[config.mk]
export PLATFORM = sky130hd
export DESIGN_NAME = stream_mux_nx1_flat
export DESIGN_NICKNAME = d
export VERILOG_FILES = /design/src/rtl/stream_mux_pkg.sv /design/src/rtl/stream_mux_nx1_if.sv /design/src/rtl/stream_mux_nx1_rr_arbiter.sv /design/src/rtl/stream_mux_nx1.sv /design/src/flat_wrapper.sv
export SDC_FILE = /design/constraint.sdc
export NUM_CORES = 1
export LEC_CHECK = 0
export CAP_MARGIN = 25
export CORE_AREA = 4 4 41 43
export DETAILED_ROUTE_END_ITERATION = 8
export DIE_AREA = 0 0 45 47
export GPL_TIMING_DRIVEN = 0
export PLACE_DENSITY_LB_ADDON = 0.2
export SLEW_MARGIN = 30
export SYNTH_ARGS = -nofsm -noshare
export SYNTH_HDL_FRONTEND = slang
export SYNTH_SLANG_ARGS = --single-unit
[constraint.sdc]
create_clock -name clk -period 3.3 [get_ports clk]
set_clock_uncertainty 0.15 [all_clocks]
set_input_delay 0.99 -clock clk [delete_from_list [all_inputs] [get_ports clk]]
set_output_delay 0.99 -clock clk [all_outputs]
set_load 0.03 [all_outputs]
[src/rtl/stream_mux_pkg.sv]
// Shared constants for the stream_mux_nx1 slice.
//   ARB_FIXED / ARB_RR : arbitration mode selectors
//   STATS_W            : width of each per-channel beat counter
//   ch_w()             : channel-index width, never less than one bit
package stream_mux_pkg;
  localparam int ARB_FIXED = 0;
  localparam int ARB_RR    = 1;
  localparam int STATS_W   = 16;

  function automatic int ch_w(input int n);
    return (n > 1) ? $clog2(n) : 1;
  endfunction
endpackage

[src/rtl/stream_mux_nx1_if.sv]
// Stream bus between N producers, the mux and one consumer.
//   in_valid/in_data/in_ready : per-channel producer handshake
//   out_valid/out_data/out_ch/out_ready : registered consumer handshake
// Modports: slave = mux view, master = producer/consumer (bench) view.
interface stream_mux_nx1_if
  import stream_mux_pkg::*;
#(
  parameter int N     = 3,
  parameter int WIDTH = 1,
  parameter int CW    = ch_w(N)
);
  logic [N-1:0]       in_valid;
  logic [N*WIDTH-1:0] in_data;
  logic [N-1:0]       in_ready;
  logic               out_valid;
  logic [WIDTH-1:0]   out_data;
  logic [CW-1:0]      out_ch;
  logic               out_ready;

  modport slave (
    input  in_valid, in_data, out_ready,
    output in_ready, out_valid, out_data, out_ch
  );

  modport master (
    output in_valid, in_data, out_ready,
    input  in_ready, out_valid, out_data, out_ch
  );
endinterface

[src/rtl/stream_mux_nx1_rr_arbiter.sv]
// rr_arbiter: combinational grant for stream_mux_nx1.
//   req_i   : per-channel requests (in_valid)
//   last_i  : index of the last channel served (round-robin only)
//   grant_o : one-hot grant, zero when nothing requests
//   idx_o   : binary index of the granted channel
// ARB_MODE 0 = lowest index wins; 1 = search from last_i+1, wrapping.
module rr_arbiter
  import stream_mux_pkg::*;
#(
  parameter int N        = 3,
  parameter int ARB_MODE = ARB_FIXED,
  parameter int CW       = ch_w(N)
) (
  input  logic [N-1:0]  req_i,
  input  logic [CW-1:0] last_i,
  output logic [N-1:0]  grant_o,
  output logic [CW-1:0] idx_o
);

  int            base;
  logic [CW-1:0] pos;
  logic          found;

  always_comb begin
    grant_o = '0;
    found   = 1'b0;
    pos     = '0;
    base    = (ARB_MODE == ARB_RR) ? int'(last_i) + 1 : 0;
    // Walk the channels in priority order; the first requester wins.
    for (int k = 0; k < N; k++) begin
      pos = CW'((base + k) % N);
      if (!found && req_i[pos]) begin
        grant_o[pos] = 1'b1;
        found        = 1'b1;
      end
    end
  end

  always_comb begin
    idx_o = '0;
    for (int i = 0; i < N; i++) begin
      if (grant_o[i]) idx_o = CW'(i);
    end
  end

endmodule

[src/rtl/stream_mux_nx1.sv]
// stream_mux_nx1: N-channel stream multiplexer with built-in arbitration
// and a registered output stage.
//   clk, rst   : clock, asynchronous active-high reset
//   bus        : stream_mux_nx1_if.slave (inputs, in_ready, registered output)
//   cnt_clr    : (STREAM_MUX_STATS_EN only) synchronous clear of counters
//   grant_cnt  : (STREAM_MUX_STATS_EN only) N x 16-bit saturating beat counts
// Optional feature macro: STREAM_MUX_STATS_EN.
module stream_mux_nx1
  import stream_mux_pkg::*;
#(
  parameter int N        = 3,
  parameter int WIDTH    = 1,
  parameter int ARB_MODE = ARB_FIXED,
  parameter int CW       = ch_w(N)
) (
  input  logic                 clk,
  input  logic                 rst,
`ifdef STREAM_MUX_STATS_EN
  input  logic                 cnt_clr,
  output logic [N*STATS_W-1:0] grant_cnt,
`endif
  stream_mux_nx1_if.slave      bus
);

  logic             out_valid_q, out_valid_d;
  logic [WIDTH-1:0] out_data_q, out_data_d;
  logic [CW-1:0]    out_ch_q, out_ch_d;
  logic [CW-1:0]    last_q, last_d;

  logic             load;
  logic [N-1:0]     grant;
  logic [CW-1:0]    grant_idx;
  logic [WIDTH-1:0] sel_data;

  rr_arbiter #(.N(N), .ARB_MODE(ARB_MODE), .CW(CW)) u_arb (
    .req_i   (bus.in_valid),
    .last_i  (last_q),
    .grant_o (grant),
    .idx_o   (grant_idx)
  );

  // Output register can accept a beat when empty or being drained.
  assign load = !out_valid_q || bus.out_ready;

  // Held low during reset so no producer believes a beat was taken.
  assign bus.in_ready = (load && !rst) ? grant : '0;

  always_comb begin
    sel_data = '0;
    for (int i = 0; i < N; i++) begin
      if (grant[i]) sel_data = bus.in_data[i*WIDTH +: WIDTH];
    end
  end

  always_comb begin
    out_valid_d = out_valid_q;
    out_data_d  = out_data_q;
    out_ch_d    = out_ch_q;
    last_d      = last_q;
    if (load) begin
      out_valid_d = |grant;
      // On a drain without refill, data and channel keep their last values.
      if (|grant) begin
        out_data_d = sel_data;
        out_ch_d   = grant_idx;
        if (ARB_MODE == ARB_RR) last_d = grant_idx;
      end
    end
  end

  // Output stage register
  always_ff @(posedge clk or posedge rst) begin
    if (rst) begin
      out_valid_q <= 1'b0;
      out_data_q  <= '0;
      out_ch_q    <= '0;
      last_q      <= CW'(N - 1);
    end else begin
      out_valid_q <= out_valid_d;
      out_data_q  <= out_data_d;
      out_ch_q    <= out_ch_d;
      last_q      <= last_d;
    end
  end

  assign bus.out_valid = out_valid_q;
  assign bus.out_data  = out_data_q;
  assign bus.out_ch    = out_ch_q;

`ifdef STREAM_MUX_STATS_EN
  logic [STATS_W-1:0] cnt_q [N];

  always_ff @(posedge clk or posedge rst) begin
    if (rst) begin
      for (int i = 0; i < N; i++) cnt_q[i] <= '0;
    end else if (cnt_clr) begin
      for (int i = 0; i < N; i++) cnt_q[i] <= '0;
    end else begin
      for (int i = 0; i < N; i++) begin
        if (bus.in_ready[i] && bus.in_valid[i] && (cnt_q[i] != '1))
          cnt_q[i] <= cnt_q[i] + 1'b1;
      end
    end
  end

  for (genvar g = 0; g < N; g++) begin : g_cnt
    assign grant_cnt[g*STATS_W +: STATS_W] = cnt_q[g];
  end
`endif

endmodule

[src/flat_wrapper.sv]
// flat-port wrapper written by rule: the top's interface ports become plain ports
module stream_mux_nx1_flat import stream_mux_pkg::*;
#(
  parameter int N        = 3,
  parameter int WIDTH    = 1,
  parameter int ARB_MODE = ARB_FIXED,
  parameter int CW       = ch_w(N)
)
  (clk, rst, bus_in_valid, bus_in_data, bus_out_ready, bus_in_ready, bus_out_valid, bus_out_data, bus_out_ch);
  stream_mux_nx1_if #(.N(N), .WIDTH(WIDTH), .CW(CW)) bus_i ();
  input  logic clk;
  input  logic rst;
  input wire logic [$bits(bus_i.in_valid)-1:0] bus_in_valid;
  input wire logic [$bits(bus_i.in_data)-1:0] bus_in_data;
  input wire logic [$bits(bus_i.out_ready)-1:0] bus_out_ready;
  output wire logic [$bits(bus_i.in_ready)-1:0] bus_in_ready;
  output wire logic [$bits(bus_i.out_valid)-1:0] bus_out_valid;
  output wire logic [$bits(bus_i.out_data)-1:0] bus_out_data;
  output wire logic [$bits(bus_i.out_ch)-1:0] bus_out_ch;
  assign bus_i.in_valid = bus_in_valid;
  assign bus_i.in_data = bus_in_data;
  assign bus_i.out_ready = bus_out_ready;
  assign bus_in_ready = bus_i.in_ready;
  assign bus_out_valid = bus_i.out_valid;
  assign bus_out_data = bus_i.out_data;
  assign bus_out_ch = bus_i.out_ch;
  stream_mux_nx1 #(.N(N), .WIDTH(WIDTH), .ARB_MODE(ARB_MODE), .CW(CW)) u_core (.clk(clk), .rst(rst), .bus(bus_i));
endmodule
# [Yosys cells after proc, flatten, opt, wreduce, memory -nomap -nowiden]
# Index checks and enable logic that the tools add are counted.
[totals] elab_cells=23 register_bits=4 in_bits=9 output_inout_bits=7
[classes] reduce_logical=10 mux=10
[ops] op="$mux W1" n=8
[ops] op="$logic_not A1 Y1" n=4
[ops] op="$logic_and A1 B1 Y1" n=3
[ops] op="$mux W3" n=1
[ops] op="$reduce_or A3 Y1" n=1
[ops] op="$mux W2" n=1
[ops] op="$reduce_and A2 Y1" n=1
[ops] op="$logic_or A1 B1 Y1" n=1

# [Depth between registers and ports, before layout]
[depth] ltp_word=9 mapped_depth=3 depth_no_buf=3

# [By module]
# From an unflattened synthesis, not the netlist that was laid out.
[unflattened] cells_unflattened=27 hier_area_um2=264.0
[modules_own_cells] module="stream_mux_nx1" area_each_um2=224.0 n_inst=1 cells_each=22
[modules_own_cells] module="rr_arbiter" area_each_um2=40.0 n_inst=1 cells_each=5

# [Worst setup path after synthesis]
# No wires, ideal clock.
[synth_timing] kind="input -> output" from="in bus_out_ready" to="out bus_in_ready[1]" path_slack_ps=447 stages=3 arrival_time_ps=1713 cell_sequence="and2b_2 -> nor2_1 -> and3_1"
[synth_between] elab_chain_len=3
[synth_lines] element="from (decl)" line="flat_wrapper.sv:15" text="input wire logic [$bits(bus_i.out_ready)-1:0] bus_out_ready;"
[synth_lines] element="$logic_or A1 B1 Y1" line="stream_mux_nx1.sv:43" text="assign load = !out_valid_q || bus.out_ready;"
[synth_lines] element="$logic_and A1 B1 Y1" line="stream_mux_nx1.sv:46" text="assign bus.in_ready = (load && !rst) ? grant : '0;"
[synth_lines] element="$mux W3" line="stream_mux_nx1.sv:46"
[synth_lines] element="to (decl)" line="flat_wrapper.sv:16" text="output wire logic [$bits(bus_i.in_ready)-1:0] bus_in_ready;"
# No other way between the ends.

# [Worst setup path in the final report]
[layout_timing] from="in bus_in_valid[1]" to="out bus_in_ready[2]"
[layout_between] elab_chain_len=6
[layout_lines] element="from (decl)" line="flat_wrapper.sv:13" text="input wire logic [$bits(bus_i.in_valid)-1:0] bus_in_valid;"
[layout_lines] element="$logic_and A1 B1 Y1" line="stream_mux_nx1_rr_arbiter.sv:32" text="if (!found && req_i[pos]) begin"
[layout_lines] element="$mux W1" line="stream_mux_nx1_rr_arbiter.sv:32"
[layout_lines] element="$logic_not A1 Y1" line="stream_mux_nx1_rr_arbiter.sv:32"
[layout_lines] element="$logic_and A1 B1 Y1" line="stream_mux_nx1_rr_arbiter.sv:32"
[layout_lines] element="$mux W1" line="stream_mux_nx1_rr_arbiter.sv:32"
[layout_lines] element="$mux W3" line="stream_mux_nx1.sv:46"
# No other way between the ends.

==> flow_summary.ini <==
[finish]
antenna_cells_inserted = 0
fin_cells = 60
final_core_utilization_pct = 35.7
final_nets = 56
share_of_layout_cells_above_drive_strength_1_pct = 33.3
area_delta_synth_final_pct = 96.3

[sta]
tightestPinTransition_ns = 0.319
timing.final.max_slew_violations = 0
final-hold-violation-count = 0
finalWorstSetupSlack_ns = 0.0870
grt_setup_unrepaired = no
final_period_minus_worst_setup_slack_ns = 3.21
final.period_utilization_pct = 97.4
maxClockFrequency_mhz = 311
report.final.setup_viol = 0
max-slew-margin-rel_pct = 78.7
worst_hold_slack_after_final_layout_ns = 0.360

[setup_path]
critical_path_class = input port to output pin
worst-r2r-setup-slack_ns = 1.96
r2r-start = u_core.bus.out_valid
r2r.worst_path.cells = 3
setup.worst_path.start = bus_in_valid[1]
setup.worst_path.end_class = output pin
cp_max_fo = 7
critical_path.endpoint = bus_in_ready[2]
worst_ep_arrival_time_ns = 2.07
crit_path_start_kind = input port
r2r-end = u_core.bus.out_data
critical_path_required_ns = 2.16

[cts]
clock-root-buffer = sky130_fd_sc_hd__clkbuf_4
tritoncts = yes
cts.sinks = 4
cts_max_level = 1
worst_setup_hold_path_clk_slew_ns = 0.04
clock_insertion_delay_worst_skew_ns = 0.23
max-clock-path-buffers = 2
cts_made_buffers = 3
holdBufCountCts = 0

[yosys]
main_combinational_cell_family_by_area_after_synthesis = simple AND/OR/NAND/NOR gates
synth.area.mux_share_pct = 0
synth.yosys.seq_area_share_pct = 42.3
synthAdderAreaFrac_pct = 0
synth.avg_cell_area_um2 = 9.46
post_synth_main_area_contributors = sky130_fd_sc_hd__dfrtp_1 (42%), sky130_fd_sc_hd__nor2_1 (7.9%), sky130_fd_sc_hd__o41ai_2 (6.9%)
yosys.area_share.simple_pct = 32.8
synth_seq_cells = 4
most_frequent_cell_after_synthesis = sky130_fd_sc_hd__nor2_1
post-synth-top-area-fraction_pct = 42.3
synth-warning-count = 0
synthesized_instance_count = 25
synth_edf_count = 0
postSynth.topFlopCell = sky130_fd_sc_hd__dfrtp_1
synth_top_cell_by_area = sky130_fd_sc_hd__dfrtp_1
post_synthesis_cell_area_um2 = 236
number_of_nets_produced_by_synthesis = 34
synth.top_cells.by_count = sky130_fd_sc_hd__nor2_1 (5), sky130_fd_sc_hd__dfrtp_1 (4), sky130_fd_sc_hd__and3_1 (2), sky130_fd_sc_hd__o21ai_0 (2)
synthDistinctLibCells = 16
post_synth_xor_area_fraction_pct = 0
asyncSetResetFlopFracSynth_pct = 100
synth_compound_gate_area_share_pct = 23.3

[global_route]
grt_pass1_wl_um = 1100
grt-ovfl-total = 0
grt_pass1_vias = 261
grt_max_degree = 8
global_route.usage.total_pct = 7.68
antenna_found_initial = 0

[min_path]
worstHoldPathType = flip-flop to flip-flop

[power]
power_leakage_nw = 0.215
power.ir.vdd_worst_mv = 0.171
pd_cells_nw_per_um2 = 367
power.total_w = 0.000170

[placement]
placedCellCount = 55
pre_cts_ws_ns = -0.611
hpwlAfterDp_um = 546
gpl.final_weighted_congestion = 0.647
port_buffers = 15

[detailed_routing]
dr_total_vias = 262
viasPerCell = 4.37
drt_iter0_markers = 0
drt_wl_total_um = 708
drt_first_pass_iters = 1
drc_errors = 0
wire_per_inst_um = 11.8
antenna_violating_nets_post_route = 0

[floorplanning]
design.portCount = 16
effective_utilization_at_floorplan_pct = 18.2
core_area_um2 = 1300
rows = 13
chip_height_um = 47
die_width_um = 45
die-area_um2 = 2120

[flow_run]
maxCapViolations = 0

[run_status]
run_status = complete, no violations
## cells by family after synthesis
group                  count (synthesis)
AOI/OAI and AO/OA                      6
buffers and inverters                  1
DFF                                    4
and+or+nand+nor                       14
## sequential cells by signal, summed over array words and instances, names as in the netlist
signal / flops
u_core.bus.out_data: 1
u_core.bus.out_valid: 1
u_core.bus.out_ch: 2
## area by class of cell
| type | count | area [um^2] |
|---|---|---|
| clock buffers | 3 | 22.5 |
| fillers | 140 | 837 |
| inverters | 1 | 3.75 |
| multi-input cells | 20 | 145 |
| flip-flops and latches | 4 | 100 |
| well taps | 15 | 18.8 |
| repair buffers | 17 | 174 |
## through the flow
stage          area (um^2)  setup TNS, ns
6_report               464              0
5_1_grt                464              0
4_1_cts                435              0
3_5_place_dp           405          -1.51
3_3_place_gp           405          -1.45
2_1_floorplan          236              0
## worst min path at each step
| stage | startpoint | endpoint | slack [ns] | cells after the start |
|---|---|---|---|---|
| detailed placement | u_core.bus.out_ch[1] | u_core.bus.out_ch[1] | 0.36 | 2 |
| CTS | u_core.bus.out_ch[1] | u_core.bus.out_ch[1] | 0.37 | 2 |
| global placement | u_core.bus.out_ch[0] | u_core.bus.out_ch[0] | 0.34 | 1 |
| floorplan | u_core.bus.out_ch[1] | u_core.bus.out_ch[1] | 0.51 | 2 |
| global route | u_core.bus.out_ch[0] | u_core.bus.out_ch[0] | 0.40 | 1 |
| finish | u_core.bus.out_ch[1] | u_core.bus.out_ch[1] | 0.36 | 2 |
## what timing repair did
item	CTS	global route
pin swaps	0	1
hold endpoints to repair	0	0
endpoints found under the setup margin	3	3
buffers inserted	0	2
resized for setup	18	4
## critical path, cell delays in order
cell	delay, ns
sky130_fd_sc_hd__clkdlybuf4s50_1	0.63
sky130_fd_sc_hd__nor2b_2	0.09
sky130_fd_sc_hd__and3_2	0.22
sky130_fd_sc_hd__buf_6	0.13
## where the power goes
| group | switching, W | leakage (nW) | internal (W) | total, W |
|---|---|---|---|---|
| clock | 0.0000175 | 0.0138 | 0.0000405 | 0.0000580 |
| combinational | 0.0000279 | 0.155 | 0.0000279 | 0.0000558 |
| sequential | 0.00000249 | 0.0468 | 0.0000541 | 0.0000566 |
| total | 0.0000479 | 0.215 | 0.000123 | 0.000170 |
## per-layer routing
metal	routed length (um)	track usage, %	vias to the layer above
li1	-	-	129
met1	311	8.47	121
met3	62	2.30	2
met5	0	0	-
met4	10	8.77	0
met2	324	11.0	10
## layout by cell type, fill, tap and decap left out, drive strengths merged
cell type / Yosys / routed
a22o: 1 / 1
inv: 1 / 1
clkdlybuf4s15: 0 / 1
nor2: 5 / 5
o21ai: 2 / 2
a21oi: 1 / 1
nand2b: 1 / 1
nor2b: 2 / 2
nor3: 1 / 1
o41ai: 1 / 1
clkdlybuf4s50: 0 / 10
and2b: 1 / 1
buf: 0 / 4
a221oi: 1 / 1
dfrtp: 4 / 4
clkbuf: 0 / 3
nand2: 1 / 1
and3: 3 / 3
dlymetal6s2s: 0 / 2
Note: power is estimated with default switching activity, not from simulation.
